## config.mk

```make
export PLATFORM = sky130hd
export DESIGN_NAME = cs_loader
export DESIGN_NICKNAME = d
export VERILOG_FILES = /design/src/rtl/cs_loader.sv
export SDC_FILE = /design/constraint.sdc
export NUM_CORES = 1
export LEC_CHECK = 0
export CAP_MARGIN = 10
export CORE_UTILIZATION = 30
export DETAILED_ROUTE_END_ITERATION = 16
export GPL_TIMING_DRIVEN = 1
export HOLD_SLACK_MARGIN = 0.02
export MAX_ROUTING_LAYER = met4
export PLACE_DENSITY_LB_ADDON = 0.05
export SYNTH_ARGS = -nofsm -noshare
export SYNTH_HDL_FRONTEND = slang
export SYNTH_SLANG_ARGS = --single-unit
```

## constraint.sdc

```tcl
create_clock -name clk -period 5.36 [get_ports clk]
set_input_delay 0.804 -clock clk [delete_from_list [all_inputs] [get_ports clk]]
set_output_delay 0.804 -clock clk [all_outputs]
set_load 0.05 [all_outputs]
```

## src/rtl/cs_loader.sv

```systemverilog
// cs_loader: copies the microcode EPROM into the control-store RAM after
// reset, optionally reads every word back and compares it, and then raises
// cs_ready to hand the control store to the microsequencer.
module cs_loader #(
  parameter int ADDR_WIDTH   = 8,
  parameter int DATA_WIDTH   = 64,
  parameter int READ_LATENCY = 1,
  parameter bit VERIFY       = 1'b1,
  parameter bit AUTO_START   = 1'b1
) (
  input  logic                  clk,
  input  logic                  reset,
  input  logic                  start,
  output logic [ADDR_WIDTH-1:0] rom_addr,
  input  logic [DATA_WIDTH-1:0] rom_data,
  output logic [ADDR_WIDTH-1:0] ram_addr,
  output logic [DATA_WIDTH-1:0] ram_wdata,
  output logic                  cs_ram__w,
  input  logic [DATA_WIDTH-1:0] ram_rdata,
  output logic                  busy,
  output logic                  cs_ready,
  output logic                  verify_error,
  output logic [ADDR_WIDTH-1:0] error_addr
);

  localparam logic [3:0] S_IDLE   = 4'd0;
  localparam logic [3:0] S_FETCH  = 4'd1;
  localparam logic [3:0] S_SETUP  = 4'd2;
  localparam logic [3:0] S_STROBE = 4'd3;
  localparam logic [3:0] S_HOLD   = 4'd4;
  localparam logic [3:0] S_VFETCH = 4'd5;
  localparam logic [3:0] S_VCMP   = 4'd6;
  localparam logic [3:0] S_DONE   = 4'd7;
  localparam logic [3:0] S_FAIL   = 4'd8;

  // Wait counter only has to reach READ_LATENCY-1.
  localparam int LAT_W = (READ_LATENCY > 1) ? $clog2(READ_LATENCY) : 1;
  localparam logic [LAT_W-1:0]      LAT_LAST = LAT_W'(READ_LATENCY - 1);
  localparam logic [ADDR_WIDTH-1:0] LAST_IDX = '1;

  logic [3:0]            state;
  logic [3:0]            state_nxt;
  logic [ADDR_WIDTH-1:0] idx;
  logic [LAT_W-1:0]      lat_cnt;
  logic                  lat_done;
  logic                  last;
  logic                  rd_match;

  assign lat_done = (lat_cnt == LAT_LAST);
  assign last     = (idx == LAST_IDX);
  assign rd_match = (rom_data == ram_rdata);

  // Both address buses follow the word index; it is a register, so they are too.
  assign rom_addr = idx;
  assign ram_addr = idx;

  // Next-state decode for the load / verify sequence.
  always_comb begin
    // NOTE: default first so every path assigns state_nxt and no latch is inferred.
    state_nxt = state;
    case (state)
      S_IDLE:   if (AUTO_START || start) state_nxt = S_FETCH;
      S_FETCH:  if (lat_done) state_nxt = S_SETUP;
      S_SETUP:  state_nxt = S_STROBE;
      S_STROBE: state_nxt = S_HOLD;
      S_HOLD: begin
        if (!last)       state_nxt = S_FETCH;
        else if (VERIFY) state_nxt = S_VFETCH;
        else             state_nxt = S_DONE;
      end
      S_VFETCH: if (lat_done) state_nxt = S_VCMP;
      S_VCMP: begin
        if (!rd_match) state_nxt = S_FAIL;
        else if (last) state_nxt = S_DONE;
        else           state_nxt = S_VFETCH;
      end
      S_DONE, S_FAIL: if (start) state_nxt = S_FETCH;
      default: state_nxt = S_IDLE;
    endcase
  end

  // State, index, datapath and registered outputs (decoded from next state).
  always_ff @(posedge clk) begin
    if (reset) begin
      state        <= S_IDLE;
      idx          <= '0;
      lat_cnt      <= '0;
      ram_wdata    <= '0;
      cs_ram__w    <= 1'b1;
      busy         <= 1'b0;
      cs_ready     <= 1'b0;
      verify_error <= 1'b0;
      error_addr   <= '0;
    end else begin
      // NOTE: non-blocking assignments so every register samples pre-edge values.
      state     <= state_nxt;
      busy      <= (state_nxt != S_IDLE) && (state_nxt != S_DONE) && (state_nxt != S_FAIL);
      cs_ram__w <= (state_nxt != S_STROBE);
      cs_ready  <= (state_nxt == S_DONE);
      lat_cnt   <= (state_nxt == state) ? lat_cnt + LAT_W'(1) : '0;

      case (state)
        S_IDLE, S_DONE, S_FAIL: begin
          if (state_nxt == S_FETCH) begin
            idx          <= '0;
            verify_error <= 1'b0;
            error_addr   <= '0;
          end
        end
        S_FETCH: if (lat_done) ram_wdata <= rom_data;
        S_HOLD:  idx <= last ? '0 : idx + ADDR_WIDTH'(1);
        S_VCMP: begin
          if (!rd_match) begin
            verify_error <= 1'b1;
            error_addr   <= idx;
          end else if (!last) begin
            idx <= idx + ADDR_WIDTH'(1);
          end
        end
        default: ;
      endcase
    end
  end

endmodule

```

# Yosys cells after proc, flatten, opt, wreduce, memory -nomap -nowiden
# Index checks and enable logic that the tools add are counted.
word_totals:
  reg_bits: 89
  inputBits: 131
  out_inout_bits: 92
  elab_cells: 62
classes:
  addsub: 2
  eq_ne: 20
  mux: 17
  bitwise_logic: 2
  reduce_logical: 12
ops:
  columns: ["operator", "n"]
  rows:
  - ["$eq A64 B64 Y1", 1]
  - ["$mux W8", 5]
  - ["$pmux W4 S8", 1]
  - ["$pmux W8 S3", 1]
  - ["$eq A4 B3 Y1 const B", 5]
  - ["$mux W4", 4]
  - ["$pmux W8 S2", 1]
  - ["$add A8 B1 Y8 const B", 1]
  - ["$eq A4 B1 Y1 const B", 2]
  - ["$eq A4 B2 Y1 const B", 2]
  - ["$eq A8 B8 Y1 const B", 1]
  - ["$ne A2 B2 Y1 const B", 4]
  - ["$eq A4 B4 Y1", 1]
  - ["$eq A4 B4 Y1 const B", 1]
  - ["$logic_not A4 Y1", 1]
  - ["$ne A4 B2 Y1 const B", 1]
  - ["$ne A4 B3 Y1 const B", 1]
  - ["$ne A4 B4 Y1 const B", 1]
  - ["$reduce_and A4 Y1", 1]
  - ["$reduce_bool A4 Y1", 1]
  - ["$reduce_or A2 Y1", 2]
  - ["$mux W3", 1]
  - ["$reduce_and A3 Y1", 1]
  - ["$reduce_bool A3 Y1", 1]
  - ["other kinds (9)", 12]

# Longest topological paths before layout
logic_depth:
  word_depth: 7
  mapped_depth: 7
  depth_no_buf: 7

# Least setup slack after synthesis
# No wires, ideal clock.
synth_path:
  path_kind: "input -> register"
  from: "in rom_data[24]"
  to: "reg cs_ram__w"
  setup_time_ps: 146
  arrival_time_ps: 2093
  required_time_ps: 5214
  slack_ps: 3121
  cell_stages: 7
  path_buffers: 1
  cell_sequence: "xnor2_1 > nand4_1 > nor4_1 > nand4_1 > buf_2 > o32ai_2 > o2111ai_1"
synth_via:
  elab_chain_len: 4
synth_rtl:
  columns: ["item", "line", "source"]
  rows:
  - ["start, declared", "15", "input logic [DATA_WIDTH-1:0] rom_data,"]
  - ["$eq A64 B64 Y1", "51", "assign rd_match = (rom_data == ram_rdata);"]
  - ["$mux W4", "73", "if (!rd_match) state_nxt = S_FAIL;"]
  - ["$pmux W4 S8", "61", "case (state)"]
  - ["$ne A4 B2 Y1", "98", "cs_ram__w <= (state_nxt != S_STROBE);"]
  - ["end signal, assigned", "98", null]
  - ["end, declared", "18", "output logic cs_ram__w,"]
# Every way passes these cells.
# A chain may end at the register's enable or synchronous reset.

# Worst setup path in the final report
layout_path:
  from: "in rom_data[20]"
  to: "reg error_addr[2]"
layout_via:
  elab_chain_len: 6
  word_cells_on_any_way: 7
  cone_classes: "eq/ne (4); mux (2); reduce/logical (1)"
layout_rtl:
  columns: ["item", "line", "source"]
  rows:
  - ["$eq A64 B64 Y1 (*)", "51", null]
  - ["$mux W4", "73", null]
  - ["$pmux W4 S8", "61", null]
  - ["$eq A4 B1 Y1", "104", "if (state_nxt == S_FETCH) begin"]
  - ["$ne A2 B2 Y1 (no source line)", null, null]
  - ["$reduce_and A3 Y1 (no source line) (*)", null, null]
  - ["end signal, assigned", "115", "error_addr <= idx;"]
  - ["end, declared", "23", "output logic [ADDR_WIDTH-1:0] error_addr"]
# Mark *: on every way between the ends. The rest lies on a longest branch, timed or not.

==> results.json <==
{
  "synth_top_area_cell": "dfxtp_1",
  "crit_type": "in2reg",
  "grt-ovfl-total": 0,
  "syn_to_final_growth_pct": 61.38,
  "cts_max_path_buffers": 2,
  "max_freq_mhz": 304.7,
  "ys_types": 44,
  "hold_viol": 0,
  "drive_above_1_share_pct": 3.815,
  "fillCellCount": 1334,
  "finalClockSkew_ps": 9.002,
  "synthTopCellsByCount": "143 x nand2_1, 89 x dfxtp_1, 77 x a21oi_1",
  "finalNonFillerCells": 914,
  "crit_path_end_kind": "flip-flop",
  "p_per_area_mw_per_mm2": 295.6,
  "synth.area.top_cells": "dfxtp_1 42%, xnor2_1 13%, nand2_1 13%",
  "hold_path_depth": 2,
  "clk_pin_slew_ps": 60,
  "slew_headroom_pct": 38.24,
  "clock-sinks": 89,
  "path_common_cell": "nand4_1",
  "cts_tree": "done",
  "post-route-period-util_pct": 61.22,
  "synthMuxAreaShare_pct": 0.2347,
  "routedWlPerCell_um": 16.90,
  "finalSetupViolations": 0,
  "post_cts_buffers": 0,
  "startpoint_type": "input port",
  "maxSlewViolCount": 0,
  "hp-class": "reg2reg",
  "ys_seq_area_share_pct": 41.78,
  "antenna_left": 0,
  "syn_area_per_cell_um2": 8.045,
  "multi_input_area_mm2": 0.002285,
  "die_w_um": 121.2,
  "initial_utilization_pct": 30.72,
  "vias_per_cell": 4.848,
  "yosys.cell_count.top_type": "nand2_1",
  "register_area_mm2": 0.001782,
  "hpwl_um": 11740,
  "crit_family": "simple AND/OR/NAND/NOR gates",
  "fp.coreArea_mm2": 0.01388,
  "cts_resized": 0,
  "numCtsBuffers": 9,
  "routed_wl_um": 15450,
  "dp_cells": 898,
  "row_count": 43,
  "synth-compound-area-share_pct": 17.11,
  "fin_util_pct": 49.58,
  "hold_buffers": 0,
  "slowest_stage": "nand4_1",
  "diodes": 0,
  "crit_required_ps": 5650,
  "grt_first_pass_wirelength_um": 23270,
  "gp_congestion": 0.8074,
  "synth_flop_cell": "dfxtp_1",
  "period_minus_slack_ps": 3281,
  "port_buffers": 222,
  "tightest_slew_ps": 926.4,
  "clk_latency_ps": 350,
  "setup_tns_ps": 0,
  "synthAdderAreaFrac_pct": 0.2934,
  "synthesis.nets": 662,
  "ys_ff_latch": 89,
  "netlist.area_leader.share_pct": 41.78,
  "status": "completed",
  "antenna_found_initial": 0,
  "yosys.area_share.simple_pct": 22.54,
  "synthXorXnorAreaFrac_pct": 13.35,
  "drv_cap": 0,
  "die_h_um": 121.2,
  "max_stage_delay_ps": 630,
  "whs_ps": 452.1,
  "crit_cells": 7,
  "synthArstFlopShare_pct": 0,
  "cellLeakagePower_uw": 0.002341,
  "ios": 223,
  "drc": 0,
  "die_area_mm2": 0.01469,
  "drtIter0Drc": 259,
  "drt_pass1_iterations": 4,
  "root_buffer": "clkbuf_16",
  "htree_levels": 3,
  "track_usage_pct": 21.91,
  "worstRegToRegCells": 5,
  "ir_drop_v": 0.0001342,
  "synth_edf_count": 0,
  "grt_pass1_vias": 4373,
  "vias": 4431,
  "critPathBufInv": 1,
  "crit_chain": "clkdlybuf4s50_1 > xnor2_1 > nand4_1 > nor4_1 > nand4_1 > a21oi_1 > a32o_1",
  "cp.arrival_ps": 3570,
  "syn-cell-area_mm2": 0.004264,
  "cp_max_fo": 13,
  "synth_top_family_by_area": "simple AND/OR/NAND/NOR gates",
  "rsz0062_at_grt": "false",
  "synthCells": 530,
  "grt_max_degree": 80,
  "nets": 861,
  "yosys_warnings": 0
}
-- metrics by stage --
step,power [µW],worst slack (ps),area (µm²)
after global placement,1352,1766,6558
after detailed placement,1355,1687,6558
after floorplan,1093,3121,4264
final,2034,2079,6882
after global routing,2126,1808,6882
after CTS,2059,2049,6882
-- flip-flops by register name (all words and copies together) (netlist names) --
signal	cells
ram_addr	8
error_addr	8
ram_wdata	64
cs_ready	1
busy	1
state	4
cs_ram__w	1
lat_cnt	1
verify_error	1
-- path summary, 6_finish.rpt --
kind / slack (ps) / start / endpoint
worst max-delay path: 2080 / rom_data[20] / error_addr[2]$_SDFFE_PP0P_
worst min-delay path: 450 / ram_wdata[29]$_SDFFE_PP0P_ / ram_wdata[29]$_SDFFE_PP0P_
worst max register to register: 3190 / state[1]$_SDFF_PP0_ / ram_wdata[55]$_SDFFE_PP0P_
worst min register to register: 450 / ram_wdata[29]$_SDFFE_PP0P_ / ram_wdata[29]$_SDFFE_PP0P_
-- worst reg2reg max path, stage by stage (launching register included) --
cell     delay (ps)
dfxtp_1         610
nor2_1          180
nand2_2         500
buf_4           520
nand2_1         110
a21oi_1         160
-- layout by cell type (no fill, tap or decap), types with 4 or more instances in the layout --
cell type / Yosys / layout
nor3_1: 5 / 5
o21ai_0: 7 / 7
o2bb2ai_1: 5 / 5
nor4_1: 5 / 5
dfxtp_1: 89 / 89
a221oi_1: 4 / 4
nand4_1: 18 / 18
nor2_1: 12 / 12
nand2_1: 143 / 142
or2_2: 4 / 4
a21oi_1: 77 / 77
buf_4: 9 / 4
xnor2_1: 65 / 65
clkbuf_16: 0 / 9
a32o_1: 6 / 6
clkdlybuf4s50_1: 0 / 221
nand3_1: 8 / 8
inv_1: 4 / 4
-- power by group --
group	switching (µW)	internal (µW)
clock	263	435
combinational	351	245
sequential	30.2	710
total	645	1390
-- per-layer routing --
layer | routed length (µm) | vias up | GRT usage (%)
li1 | - | 2202 | -
met1 | 6126 | 2066 | 24.04
met2 | 8038 | 144 | 37.79
met3 | 980 | 19 | 5.686
met4 | 301 | 0 | 8.642
met5 | 0 | - | -
-- layout make-up --
| class | instances | share of cell area, % |
|---|---|---|
| inverter | 5 | 0.2727 |
| multi-input combinational | 398 | 33.20 |
| timing repair buffer | 226 | 32.65 |
| sequential | 89 | 25.89 |
| clock inverter | 2 | 0.8727 |
| tap | 180 | 3.273 |
| clock buffer | 14 | 3.836 |
-- logic make-up after synthesis --
kind of cell | Yosys count
AO/OA/AOI/OAI | 118
adder cells (fa/ha/maj) | 1
flip-flops | 89
multiplexers | 1
buffers and inverters | 43
AND/OR/NAND/NOR | 213
XOR/XNOR | 65
Power figures use the tool's default switching activity.
==> edit: new RTL, config.mk and constraints unchanged <==
Set the parameter `VERIFY` to 1'b0 (it was 1'b1).
--- a/src/rtl/cs_loader.sv
+++ b/src/rtl/cs_loader.sv
@@ -5,7 +5,7 @@
   parameter int ADDR_WIDTH   = 8,
   parameter int DATA_WIDTH   = 64,
   parameter int READ_LATENCY = 1,
-  parameter bit VERIFY       = 1'b1,
+  parameter bit VERIFY       = 1'b0,
   parameter bit AUTO_START   = 1'b1
 ) (
   input  logic                  clk,
Formal check against the unedited RTL: no difference found for any inputs over 10 cycles, from zero or initial values and one cycle with reset high; that may be too few to reach the edited logic, so the function may still have changed.
==> edit against the unedited design <==
Power down 0.47%; sequential cell count stayed put; sequential share of layout area rose by 0.24 points; synthesized area is 0.53% lower; fmax is 7.1% lower; combinational power is 6.5% higher; first-iteration DRC count fell by 40%; sequential power up 2%; routed wire length decreased by 4.1%; worst setup slack got worse by 250 ps; cell area decreased by 0.91%; worst hold slack got worse by 0.60 ps; critical path type unchanged; highest routed layer unchanged.
==> edit: results (changes against the unedited design) <==
vias per cell=4.70 (was 4.85); Hold Startpoint=ram_wdata[34]$_SDFFE_PP0P_ (was ram_wdata[29]$_SDFFE_PP0P_); Placed Cells=892 (was 898); Slew @ Worst Pin=1040 ps (was 926 ps); Worst Reg-to-Reg Cells=6 (was 5); Hold Path End=ram_wdata[34]$_SDFFE_PP0P_ (was ram_wdata[29]$_SDFFE_PP0P_); largest net degree at the start of global routing=84 (was 80); CP max-delay cell=nor4_1 (was nand4_1); Worst Skew=4.88 ps (was 9.00 ps); critical path arrival=3810 ps (was 3570 ps); post-synthesis compound-gate area fraction=0.138 (was 0.171); reg2reg end=ram_addr[6]$_SDFFE_PP0P_ (was ram_wdata[55]$_SDFFE_PP0P_); Placed Area=0.00652 sq mm (was 0.00656 sq mm); cell count after synthesis=524 (was 530); CP Max Fanout=17 (was 13); hold slack=452 ps (about the same); VDD IR max=140 uV (was 134 uV); wire per inst=16.3 um (was 16.9 um); r2r setup slk=2920 ps (was 3190 ps); synth top area cells=dfxtp_1, xor2_1, nand2_1, a21oi_1, nor4_1 (was dfxtp_1, xnor2_1, nand2_1, a21oi_1, nand4_1); status=complete, no violations (unchanged); post-DP HPWL=11,100 um (was 11,700 um); pre-CTS WS=1410 ps (was 1690 ps); Final nets=855 (was 861); post-synthesis sequential area ratio=0.420 (was 0.418); most frequent cells after synthesis=nand2_1, dfxtp_1, a21oi_1, xor2_1, clkbuf_1 (was nand2_1, dfxtp_1, a21oi_1, xnor2_1, clkbuf_1); Leak=2.50 nW (was 2.34 nW); multiplexer share of the synthesized area=0.0245 (was 0.00235)
==> edit: how the worst max path moves through the flow <==
stage	end	slack, ps	from	cells past startpoint
finish	error_addr[6]$_SDFFE_PP0P_	1830	rom_data[4]	8
detailed placement	error_addr[6]$_SDFFE_PP0P_	1410	rom_data[4]	8
floorplan	error_addr[0]$_SDFFE_PP0P_	2890	rom_data[23]	9
global placement	error_addr[4]$_SDFFE_PP0P_	1450	rom_data[49]	8
CTS	error_addr[6]$_SDFFE_PP0P_	1760	rom_data[4]	8
global route	error_addr[6]$_SDFFE_PP0P_	1610	rom_data[4]	8
==> edit: kinds of logic after synthesis <==
group | after synthesis
multiplexers | 10
adder cells (fa/ha/maj) | 1
flip-flops | 89
buffers and inverters | 45
AO/OA/AOI/OAI | 100
AND/OR/NAND/NOR | 214
XOR/XNOR | 65
==> edit: routing by layer <==
metal / routed length (um) / track usage / up-vias
li1: - / - / 2147
met1: 6880 / 0.273 / 1924
met2: 6470 / 0.308 / 171
met3: 1060 / 0.0428 / 21
met4: 403 / 0.0872 / 0
met5: 0 / - / -
==> edit: worst min-delay path, cell delays in order, from the launching register on <==
cell     delay, ps
dfxtp_1        310
nand2_1         50
a21oi_1         50
==> edit: final cells by class <==
| class | count | area (sq um) |
|---|---|---|
| clock inverter | 3 | 40.0 |
| clock buffer | 12 | 256 |
| multi-input combinational | 390 | 2250 |
| timing repair buffer | 225 | 2240 |
| inverter | 8 | 30.0 |
| tap | 180 | 225 |
| fill | 1349 | 7010 |
| sequential | 89 | 1780 |
==> edit: report_power, final <==
part | switching [W] | internal, W
combinational | 0.000394 | 0.000242
clock | 0.000254 | 0.000383
sequential | 0.0000350 | 0.000717
